--- src/rtl/rv32torv16_packer.sv ---
// RV32I -> RVC streaming packer: compresses each accepted instruction when an exact
// RVC equivalent exists and packs the mixed 16/32-bit stream into 32-bit words.
module rv32torv16_packer (
    input  logic        i_clk,
    input  logic        i_rst_n,
    input  logic        i_in_valid,
    output logic        o_in_ready,
    input  logic [31:0] i_in_instr,
    input  logic        i_in_last,
    output logic        o_out_valid,
    input  logic        i_out_ready,
    output logic [31:0] o_out_data,
    output logic [15:0] o_cmp_cnt
);

    typedef enum logic [1:0] {StEmpty, StHalf, StPad} state_e;

    localparam logic [6:0] OpImm   = 7'h13;
    localparam logic [6:0] OpReg   = 7'h33;
    localparam logic [6:0] OpLoad  = 7'h03;
    localparam logic [6:0] OpStore = 7'h23;
    localparam logic [6:0] OpJalr  = 7'h67;

    state_e      r_state;
    state_e      w_state_next;
    logic [15:0] r_hold;
    logic [15:0] w_hold_next;
    logic        r_out_valid;
    logic        w_out_valid_next;
    logic [31:0] r_out_data;
    logic [31:0] w_out_data_next;
    logic [15:0] r_cmp_cnt;

    logic [6:0]  w_opcode;
    logic [4:0]  w_rd;
    logic [4:0]  w_rs1;
    logic [4:0]  w_rs2;
    logic [2:0]  w_f3;
    logic [6:0]  w_f7;
    logic [11:0] w_imm_i;
    logic [11:0] w_imm_s;
    logic [5:0]  w_imm6;
    logic        w_imm6_ok;
    logic        w_same;
    logic        w_rd_p;
    logic        w_rs1_p;
    logic        w_rs2_p;
    logic        w_is_c;
    logic [15:0] w_c16;
    logic        w_out_free;
    logic        w_accept;

    assign w_opcode  = i_in_instr[6:0];
    assign w_rd      = i_in_instr[11:7];
    assign w_f3      = i_in_instr[14:12];
    assign w_rs1     = i_in_instr[19:15];
    assign w_rs2     = i_in_instr[24:20];
    assign w_f7      = i_in_instr[31:25];
    assign w_imm_i   = i_in_instr[31:20];
    assign w_imm_s   = {i_in_instr[31:25], i_in_instr[11:7]};
    assign w_imm6    = {i_in_instr[25], i_in_instr[24:20]};
    // imm fits in 6 signed bits when imm[11:5] is a pure sign extension
    assign w_imm6_ok = (w_f7 == 7'h00) || (w_f7 == 7'h7f);
    assign w_same    = (w_rd == w_rs1);
    assign w_rd_p    = (w_rd[4:3] == 2'b01);
    assign w_rs1_p   = (w_rs1[4:3] == 2'b01);
    assign w_rs2_p   = (w_rs2[4:3] == 2'b01);

    always_comb begin
        w_is_c = 1'b1;
        w_c16  = 16'h0000;
        if (i_in_instr == 32'h0000_0013) begin
            w_c16 = 16'h0001;
        end else if (i_in_instr == 32'h0010_0073) begin
            w_c16 = 16'h9002;
        end else if (w_opcode == OpImm && w_f3 == 3'b000 && w_rs1 == 5'd0 && w_rd != 5'd0
                     && w_imm6_ok) begin
            w_c16 = {3'b010, w_imm6[5], w_rd, w_imm6[4:0], 2'b01};
        end else if (w_opcode == OpImm && w_f3 == 3'b000 && w_same && w_rd != 5'd0
                     && w_rd != 5'd2 && w_imm_i != 12'd0 && w_imm6_ok) begin
            w_c16 = {3'b000, w_imm6[5], w_rd, w_imm6[4:0], 2'b01};
        end else if (w_opcode == OpReg && w_f3 == 3'b000 && w_f7 == 7'h00 && w_rs1 == 5'd0
                     && w_rd != 5'd0 && w_rs2 != 5'd0) begin
            w_c16 = {4'b1000, w_rd, w_rs2, 2'b10};
        end else if (w_opcode == OpReg && w_f3 == 3'b000 && w_f7 == 7'h00 && w_same
                     && w_rd != 5'd0 && w_rs2 != 5'd0) begin
            w_c16 = {4'b1001, w_rd, w_rs2, 2'b10};
        end else if (w_opcode == OpReg && w_same && w_rd_p && w_rs2_p && w_f7 == 7'h20
                     && w_f3 == 3'b000) begin
            w_c16 = {6'b100011, w_rd[2:0], 2'b00, w_rs2[2:0], 2'b01};
        end else if (w_opcode == OpReg && w_same && w_rd_p && w_rs2_p && w_f7 == 7'h00
                     && w_f3 == 3'b100) begin
            w_c16 = {6'b100011, w_rd[2:0], 2'b01, w_rs2[2:0], 2'b01};
        end else if (w_opcode == OpReg && w_same && w_rd_p && w_rs2_p && w_f7 == 7'h00
                     && w_f3 == 3'b110) begin
            w_c16 = {6'b100011, w_rd[2:0], 2'b10, w_rs2[2:0], 2'b01};
        end else if (w_opcode == OpReg && w_same && w_rd_p && w_rs2_p && w_f7 == 7'h00
                     && w_f3 == 3'b111) begin
            w_c16 = {6'b100011, w_rd[2:0], 2'b11, w_rs2[2:0], 2'b01};
        end else if (w_opcode == OpImm && w_f3 == 3'b001 && w_f7 == 7'h00 && w_same
                     && w_rd != 5'd0 && w_rs2 != 5'd0) begin
            w_c16 = {4'b0000, w_rd, w_rs2, 2'b10};
        end else if (w_opcode == OpImm && w_f3 == 3'b101 && (w_f7 == 7'h00 || w_f7 == 7'h20)
                     && w_same && w_rd_p && w_rs2 != 5'd0) begin
            w_c16 = {5'b10000, w_f7[5], w_rd[2:0], w_rs2, 2'b01};
        end else if (w_opcode == OpImm && w_f3 == 3'b111 && w_same && w_rd_p && w_imm6_ok) begin
            w_c16 = {3'b100, w_imm6[5], 2'b10, w_rd[2:0], w_imm6[4:0], 2'b01};
        end else if (w_opcode == OpLoad && w_f3 == 3'b010 && w_rd_p && w_rs1_p
                     && w_imm_i[11:7] == 5'd0 && w_imm_i[1:0] == 2'b00) begin
            w_c16 = {3'b010, w_imm_i[5:3], w_rs1[2:0], w_imm_i[2], w_imm_i[6], w_rd[2:0],
                     2'b00};
        end else if (w_opcode == OpStore && w_f3 == 3'b010 && w_rs2_p && w_rs1_p
                     && w_imm_s[11:7] == 5'd0 && w_imm_s[1:0] == 2'b00) begin
            w_c16 = {3'b110, w_imm_s[5:3], w_rs1[2:0], w_imm_s[2], w_imm_s[6], w_rs2[2:0],
                     2'b00};
        end else if (w_opcode == OpLoad && w_f3 == 3'b010 && w_rs1 == 5'd2 && w_rd != 5'd0
                     && w_imm_i[11:8] == 4'd0 && w_imm_i[1:0] == 2'b00) begin
            w_c16 = {3'b010, w_imm_i[5], w_rd, w_imm_i[4:2], w_imm_i[7:6], 2'b10};
        end else if (w_opcode == OpStore && w_f3 == 3'b010 && w_rs1 == 5'd2
                     && w_imm_s[11:8] == 4'd0 && w_imm_s[1:0] == 2'b00) begin
            w_c16 = {3'b110, w_imm_s[5:2], w_imm_s[7:6], w_rs2, 2'b10};
        end else if (w_opcode == OpJalr && w_f3 == 3'b000 && w_imm_i == 12'd0
                     && w_rs1 != 5'd0 && (w_rd == 5'd0 || w_rd == 5'd1)) begin
            w_c16 = {3'b100, w_rd[0], w_rs1, 5'd0, 2'b10};
        end else begin
            w_is_c = 1'b0;
        end
    end

    // The output register frees up when empty or when its beat is taken this cycle
    assign w_out_free  = !r_out_valid || i_out_ready;
    assign o_in_ready  = (r_state != StPad) && w_out_free;
    assign w_accept    = i_in_valid && o_in_ready;
    assign o_out_valid = r_out_valid;
    assign o_out_data  = r_out_data;
    assign o_cmp_cnt   = r_cmp_cnt;

    always_comb begin
        w_state_next     = r_state;
        w_hold_next      = r_hold;
        w_out_valid_next = r_out_valid && !i_out_ready;
        w_out_data_next  = r_out_data;
        case (r_state)
            StEmpty: begin
                if (w_accept) begin
                    if (w_is_c && !i_in_last) begin
                        w_hold_next  = w_c16;
                        w_state_next = StHalf;
                    end else begin
                        w_out_valid_next = 1'b1;
                        w_out_data_next  = w_is_c ? {16'h0001, w_c16} : i_in_instr;
                    end
                end
            end
            StHalf: begin
                if (w_accept) begin
                    w_out_valid_next = 1'b1;
                    if (w_is_c) begin
                        w_out_data_next = {w_c16, r_hold};
                        w_hold_next     = 16'h0000;
                        w_state_next    = StEmpty;
                    end else begin
                        w_out_data_next = {i_in_instr[15:0], r_hold};
                        w_hold_next     = i_in_instr[31:16];
                        w_state_next    = i_in_last ? StPad : StHalf;
                    end
                end
            end
            StPad: begin
                // Trailing upper half is flushed with a c.nop filler
                if (w_out_free) begin
                    w_out_valid_next = 1'b1;
                    w_out_data_next  = {16'h0001, r_hold};
                    w_hold_next      = 16'h0000;
                    w_state_next     = StEmpty;
                end
            end
            default: begin
                w_state_next = StEmpty;
            end
        endcase
    end

    always_ff @(posedge i_clk) begin
        if (!i_rst_n) begin
            r_state     <= StEmpty;
            r_hold      <= 16'h0000;
            r_out_valid <= 1'b0;
            r_out_data  <= 32'h0000_0000;
            r_cmp_cnt   <= 16'h0000;
        end else begin
            r_state     <= w_state_next;
            r_hold      <= w_hold_next;
            r_out_valid <= w_out_valid_next;
            r_out_data  <= w_out_data_next;
            if (w_accept && w_is_c && r_cmp_cnt != 16'hFFFF) begin
                r_cmp_cnt <= r_cmp_cnt + 16'd1;
            end
        end
    end

endmodule

--- config.mk ---
export PLATFORM = sky130hd
export DESIGN_NAME = rv32torv16_packer
export DESIGN_NICKNAME = d
export VERILOG_FILES = /design/src/rtl/rv32torv16_packer.sv
export SDC_FILE = /design/constraint.sdc
export NUM_CORES = 1
export LEC_CHECK = 0
export ABC_AREA = 0
export BUFFER_PORTS_ARGS = -buffer_cell sky130_fd_sc_hd__buf_2
export CORE_ASPECT_RATIO = 1.1
export CORE_UTILIZATION = 52
export DETAILED_ROUTE_END_ITERATION = 7
export PLACE_DENSITY = 0.77
export SETUP_SLACK_MARGIN = 0.5
export SLEW_MARGIN = 20
export SYNTH_ARGS = -nofsm -noshare
export SYNTH_HDL_FRONTEND = slang
export SYNTH_SLANG_ARGS = --single-unit
--- constraint.sdc ---
create_clock -name i_clk -period 2.7 [get_ports i_clk]
set_clock_uncertainty 0.15 [all_clocks]
set_input_delay 0.135 -clock i_clk [delete_from_list [all_inputs] [get_ports i_clk]]
set_output_delay 0.135 -clock i_clk [all_outputs]
set_load 0.01 [all_outputs]
==> key figures, run 1 <==
Synthesis
  – Synth Flop Type: sky130_fd_sc_hd__dfxtp_1
  – Average cell area after synthesis: 8.03 um^2
  – Share of synthesized cell area in and, or, nand and nor gates: 28.0%
  – Share of the synthesized area in compound gates (AO/OA/AOI/OAI): 36.9%
  – Number of instances in the synthesized netlist: 655
  – Number of storage elements in the synthesis netlist: 67
  – Top post-synthesis cells by area: sky130_fd_sc_hd__dfxtp_1 25%, sky130_fd_sc_hd__a21oi_1 8.0%, sky130_fd_sc_hd__a311oi_2 3.7%
  – EDFF count, synth: 0
  – Synthesized cell area: 5260 um^2
  – Net count of the mapped netlist: 697
  – Multiplexer share of the synthesized area: 0.190%
  – Post-synth top area share: 25.5%
  – Combinational family with the most area after synthesis: compound AO/OA/AOI/OAI gates
  – Async SR Flop Fraction: 0%
  – Xor/xnor share of the synthesized area: 1.76%
  – Share of the yosys chip area belonging to registers: 25.5%
  – Netlist cell types: 88
  – Synth warnings: 0
  – Post-Synth Adder-Cell Area: 1.19%
  – Cell type contributing the most total cell area after synthesis: sky130_fd_sc_hd__dfxtp_1

Clock network
  – Deepest level of the CTS H-tree: 3
  – Num CTS Buffers: 9
  – Clk root buf: sky130_fd_sc_hd__clkbuf_8
  – CTS sink count: 67
  – Longest Clk Path Bufs: 2

Outcome
  – Halt Stage: global routing
  – Result of the run: stopped before the end
  – Err: [ERROR GRT-0232] Routing congestion too high. Check the congestion heatmap in the GUI.

Placement
  – Total instance count after detailed placement: 980
  – Final RePlAce weighted congestion: 1.17
  – Detailed placement HPWL: 17200 um
  – Port Buffer Count: 86
  – Placed Instance Area: 7030 um^2
  – Place WS: -0.505 ns

STA
  – Endpoint with the least setup slack after the last global-route repair: r_hold[11]$_SDFFE_PN0P_/D
  – Worst-path end type: register input

Floorplan
  – Starting density of the core: 53.5%
  – Die X-Extent: 97.9 um
  – Die boundary height: 108 um
  – Standard-cell row count: 38
  – Number of top-level pins: 87

GRT
  – Pin count of the biggest net entering global routing: 41
  – GRT Overall Usage: 79.7%
  – Overflow left after global routing: 189
cells by family after synthesis:
kind of cell | Yosys count
compound gates | 256
simple gates | 249
buf+inv | 69
flops | 67
xor+xnor | 8
fa+ha+maj | 5
mux | 1
Yosys cell counts, types with 4 or more instances:
master,count
sky130_fd_sc_hd__o2111ai_1,5
sky130_fd_sc_hd__a21o_1,10
sky130_fd_sc_hd__o31ai_1,18
sky130_fd_sc_hd__and2_1,8
sky130_fd_sc_hd__nor3_4,4
sky130_fd_sc_hd__dfxtp_1,67
sky130_fd_sc_hd__nand2b_1,7
sky130_fd_sc_hd__a311oi_2,13
sky130_fd_sc_hd__or4_1,9
sky130_fd_sc_hd__nand3b_1,4
sky130_fd_sc_hd__xor2_1,4
sky130_fd_sc_hd__nor2b_1,6
sky130_fd_sc_hd__a21oi_1,84
sky130_fd_sc_hd__buf_2,18
sky130_fd_sc_hd__a211oi_1,13
sky130_fd_sc_hd__nand4_1,18
sky130_fd_sc_hd__buf_6,7
sky130_fd_sc_hd__o211ai_1,6
sky130_fd_sc_hd__nor4_1,11
sky130_fd_sc_hd__or3_1,14
sky130_fd_sc_hd__and3_1,9
sky130_fd_sc_hd__a211o_1,5
sky130_fd_sc_hd__ha_1,5
sky130_fd_sc_hd__nand3_1,21
sky130_fd_sc_hd__nor2_1,30
sky130_fd_sc_hd__inv_1,13
sky130_fd_sc_hd__a211oi_2,15
sky130_fd_sc_hd__clkbuf_1,28
sky130_fd_sc_hd__o41ai_1,4
sky130_fd_sc_hd__a22oi_1,12
sky130_fd_sc_hd__nor4b_1,5
sky130_fd_sc_hd__and4_1,5
sky130_fd_sc_hd__a221oi_1,7
sky130_fd_sc_hd__nor3_1,22
sky130_fd_sc_hd__nand2_1,52
sky130_fd_sc_hd__a32oi_1,4
sky130_fd_sc_hd__o21ai_0,17
stage by stage:
stage | TNS (ns) | hold slack, ns
3_5_place_dp | -23.17 | 0.337
3_3_place_gp | -23.31 | 0.316
2_1_floorplan | 0 | 0.135
4_1_cts | 0 | 0.0402
repair_timing:
| item | in CTS |
|---|---|
| buffers inserted | 51 |
| gates resized for setup | 199 |
| hold buffers | 1 |
| gates cloned | 8 |
| pin swaps | 75 |
| endpoints found under the hold margin | 1 |
| setup endpoints to repair | 67 |
routing by layer:
metal | overflow | global-route usage (%)
met5 | 0 | 3.59
met2 | 120 | 102
met3 | 3 | 57.5
met4 | 66 | 91.2
met1 | 0 | 76.9
==> run 2: changes to the inputs <==
CORE_ASPECT_RATIO = not set   (was 1.1)
CORE_UTILIZATION = 40   (was 52)
PLACE_DENSITY = not set   (was 0.77)
PLACE_DENSITY_LB_ADDON = 0.15   (was not set)
SETUP_SLACK_MARGIN = not set   (was 0.5)
clock period = 3.5 ns   (was 2.7 ns; I/O delays follow)
==> run 2 against run 1 <==
The run now ends clean. Synthesized cell count unchanged. Area after synthesis did not move.
==> key figures, run 2 <==
Routing
  – Routed wire length: 23300 um
  – 1st-iter DRT viols: 727
  – Detail Route Antenna Nets: 0
  – Length of the first detailed-routing pass in iterations: 5
  – Via count normalized by instance count: 6.49
  – Average wire length per cell after detail routing: 23.4 um
  – DRC violations left: 0
  – Total number of vias: 6454

Critical path
  – Highest fanout seen on the critical path: 9
  – Startpoint type of the worst setup path: primary input
  – Delay-heaviest family, CP: simple AND/OR/NAND/NOR gates
  – Buf+Inv Stages, Crit Path: 5
  – Critical-path cell with the highest stage delay: sky130_fd_sc_hd__nor3_1
  – Worst path cell trace: buf_2 -> nor3_1 -> a2111oi_0 -> buf_4 -> nand2_1 -> a21oi_1 -> buf_4 -> or4_1 -> buf_4 -> nor3_4 -> buf_4 -> a21oi_1 -> a211oi_1
  – CP arrival: 3.53 ns
  – Required time of the worst setup path: 3.58 ns
  – Critical Path End Type: flop
  – Critical path type: primary input to flop
  – Cell repeated most along the worst path: sky130_fd_sc_hd__buf_4
  – Stage delay of the slowest cell on the critical path: 0.69 ns

STA
  – Worst slew pin tran: 0.831 ns
  – Ratio of final minimum period to clock period: 98.5%
  – Post-layout minimum cycle time: 3.45 ns
  – Final hold violation count: 0
  – Aggregate negative setup slack: 0 ns
  – Worst Slack Setup Final: 0.0515 ns
  – Final slew viol count: 0
  – Setup repair after global routing missed its margin: false
  – Worst slew margin relative to its limit: 44.2%
  – Fmax: 0.290 GHz
  – Final setup violation count: 0

Layout
  – Area growth syn-to-layout: 30.1%
  – Most frequent cells in the layout: 119 x sky130_fd_sc_hd__buf_4, 86 x sky130_fd_sc_hd__buf_2, 84 x sky130_fd_sc_hd__a21oi_1, 67 x sky130_fd_sc_hd__dfxtp_1, 52 x sky130_fd_sc_hd__nand2_1
  – Non-filler instance count after layout: 994
  – Inserted Diodes: 0
  – Share of post-route cells with drive strength above 1: 34.5%
  – Finished Core Util: 53.8%
  – Most frequent standard cell in the layout excluding fill and tap cells: sky130_fd_sc_hd__buf_4
  – Number of flip-flops in the largest register: 32
  – Number of nets in the layout: 859
  – Fill count: 1273

Floorplan
  – Standard-cell row count: 41 (+7.9%)
  – Starting density of the core: 41.4% (-12 points)
  – Die X-Extent: 117 um (+19%)
  – Total die area: 13600 um^2
  – Std-Cell Core Area: 12700 um^2
  – Die boundary height: 117 um (+8.5%)
  – Number of top-level pins: 87 (unchanged)

Synthesis
  – Post-synth top area share: 25.5% (unchanged)
  – Post-synth top cells: 84 x sky130_fd_sc_hd__a21oi_1, 67 x sky130_fd_sc_hd__dfxtp_1, 52 x sky130_fd_sc_hd__nand2_1
  – Async SR Flop Fraction: 0% (unchanged)
  – Number of storage elements in the synthesis netlist: 67 (unchanged)
  – Average cell area after synthesis: 8.03 um^2 (unchanged)
  – EDFF count, synth: 0 (unchanged)
  – Number of instances in the synthesized netlist: 655 (unchanged)
  – Netlist cell types: 88 (unchanged)
  – Cell type contributing the most total cell area after synthesis: sky130_fd_sc_hd__dfxtp_1
  – Synth Flop Type: sky130_fd_sc_hd__dfxtp_1
  – Synthesized cell area: 5260 um^2 (unchanged)
  – Count leader, synth: sky130_fd_sc_hd__a21oi_1
  – Top post-synthesis cells by area: sky130_fd_sc_hd__dfxtp_1 25%, sky130_fd_sc_hd__a21oi_1 8.0%, sky130_fd_sc_hd__a311oi_2 3.7%
  – Synth warnings: 0 (unchanged)
  – Share of the yosys chip area belonging to registers: 25.5% (unchanged)
  – Net count of the mapped netlist: 697 (unchanged)

Clock network
  – CTS sink count: 67 (unchanged)
  – Count of hold buffers inserted by post-cts repair: 0 (-1)
  – Deepest level of the CTS H-tree: 3 (unchanged)
  – Longest Clk Path Bufs: 2 (unchanged)
  – Clock transition time at the flip-flop clock pins of the worst setup and hold paths: 0.06 ns
  – Clock tree from TritonCTS: built
  – Clk root buf: sky130_fd_sc_hd__clkbuf_16
  – Clock latency on the worst-skew pair: 0.34 ns
  – Num CTS Buffers: 9 (unchanged)

Placement
  – Final RePlAce weighted congestion: 0.989 (-16%)
  – Place WS: -0.400 ns (+0.105 ns)
  – Detailed placement HPWL: 18000 um (+4.4%)
  – Port Buffer Count: 86 (unchanged)
  – Total instance count after detailed placement: 975 (-0.51%)

GRT
  – GRT Overall Usage: 34.7%
  – Wire length of the first global-routing pass: 34800 um
  – Number of antenna violations at the first check in global routing: 1
  – Via count of the first global-routing pass: 6026
  – Overflow left after global routing: 0
  – Pin count of the biggest net entering global routing: 33

Pwr
  – Power Density: 306 nW/um^2
  – Leakage power: 0.00273 uW
  – Max rail drop VDD: 0.222 mV

Outcome
  – Result of the run: completed

Min path
  – Min-delay worst type: primary input to flop

Run
  – MaxCap Viol Count: 0
==> run 2: where the power goes <==
part           internal, uW  switching [uW]  leakage [uW]
Combinational           161             247       0.00205
Sequential              798            24.4      0.000548
Clock                   516             349      0.000135
==> run 2: worst paths after layout <==
check	start	end	slack [ns]	cells after the start
hold reg to reg	o_cmp_cnt[15]	o_cmp_cnt[15]	0.35	2
hold / removal	i_out_ready	o_out_valid	0.06	4
setup / recovery	i_in_instr[22]	r_hold[0]	0.05	13
setup reg to reg	r_state[0]	r_hold[6]	0.84	9
==> run 2: timing repair <==
item,in CTS,in global routing
pin swaps,0,1
endpoints found under the hold margin,0,0
buffers inserted,0,3
setup endpoints to repair,6,1
gates resized for setup,1,0
==> run 2: cell type report <==
| class | count | area [um^2] | area share, % |
|---|---|---|---|
| multi-input cells | 519 | 3590 | 52.5 |
| repair buffers | 207 | 1360 | 19.9 |
| flip-flops and latches | 67 | 1340 | 19.6 |
| clock buffers | 12 | 256 | 3.75 |
| well taps | 172 | 215 | 3.14 |
| inverters | 13 | 48.8 | 0.713 |
| clock inverters | 4 | 25.0 | 0.366 |
==> run 2: worst reg2reg max path, cell delays in order, from the launching register on <==
cell and delay, ns:
sky130_fd_sc_hd__dfxtp_1 0.39, sky130_fd_sc_hd__inv_1 0.08, sky130_fd_sc_hd__ha_1 0.28, sky130_fd_sc_hd__nor2_1 0.28, sky130_fd_sc_hd__nand2_1 0.16, sky130_fd_sc_hd__nand2_1 0.19
sky130_fd_sc_hd__and3_1 0.46, sky130_fd_sc_hd__or2_1 0.16, sky130_fd_sc_hd__buf_4 0.23, sky130_fd_sc_hd__a311oi_1 0.14
==> run 2: cells by family after synthesis <==
group | synth area share, %
xor+xnor | 1.76
flops | 25.5
compound gates | 36.9
mux | 0.190
fa+ha+maj | 1.19
simple gates | 28.0
buf+inv | 6.42
==> run 2: stage by stage <==
step	power, uW	area, um^2	hold WS, ns
finish	2100	6850	0.0570
global route	2160	6850	0.0750
CTS	2100	6810	0.0436
detailed placement	1240	6520	0.344
global placement	1230	6520	0.330
floorplan	1050	5260	0.174
==> run 2: metal layers <==
layer | global-route usage (%) | share of wire, %
met2 | 49.9 | 42
met5 | 0 | 0
met4 | 15.0 | 4.1
met1 | 48.9 | 44
met3 | 8.30 | 10
Power figures use the tool's default switching activity.
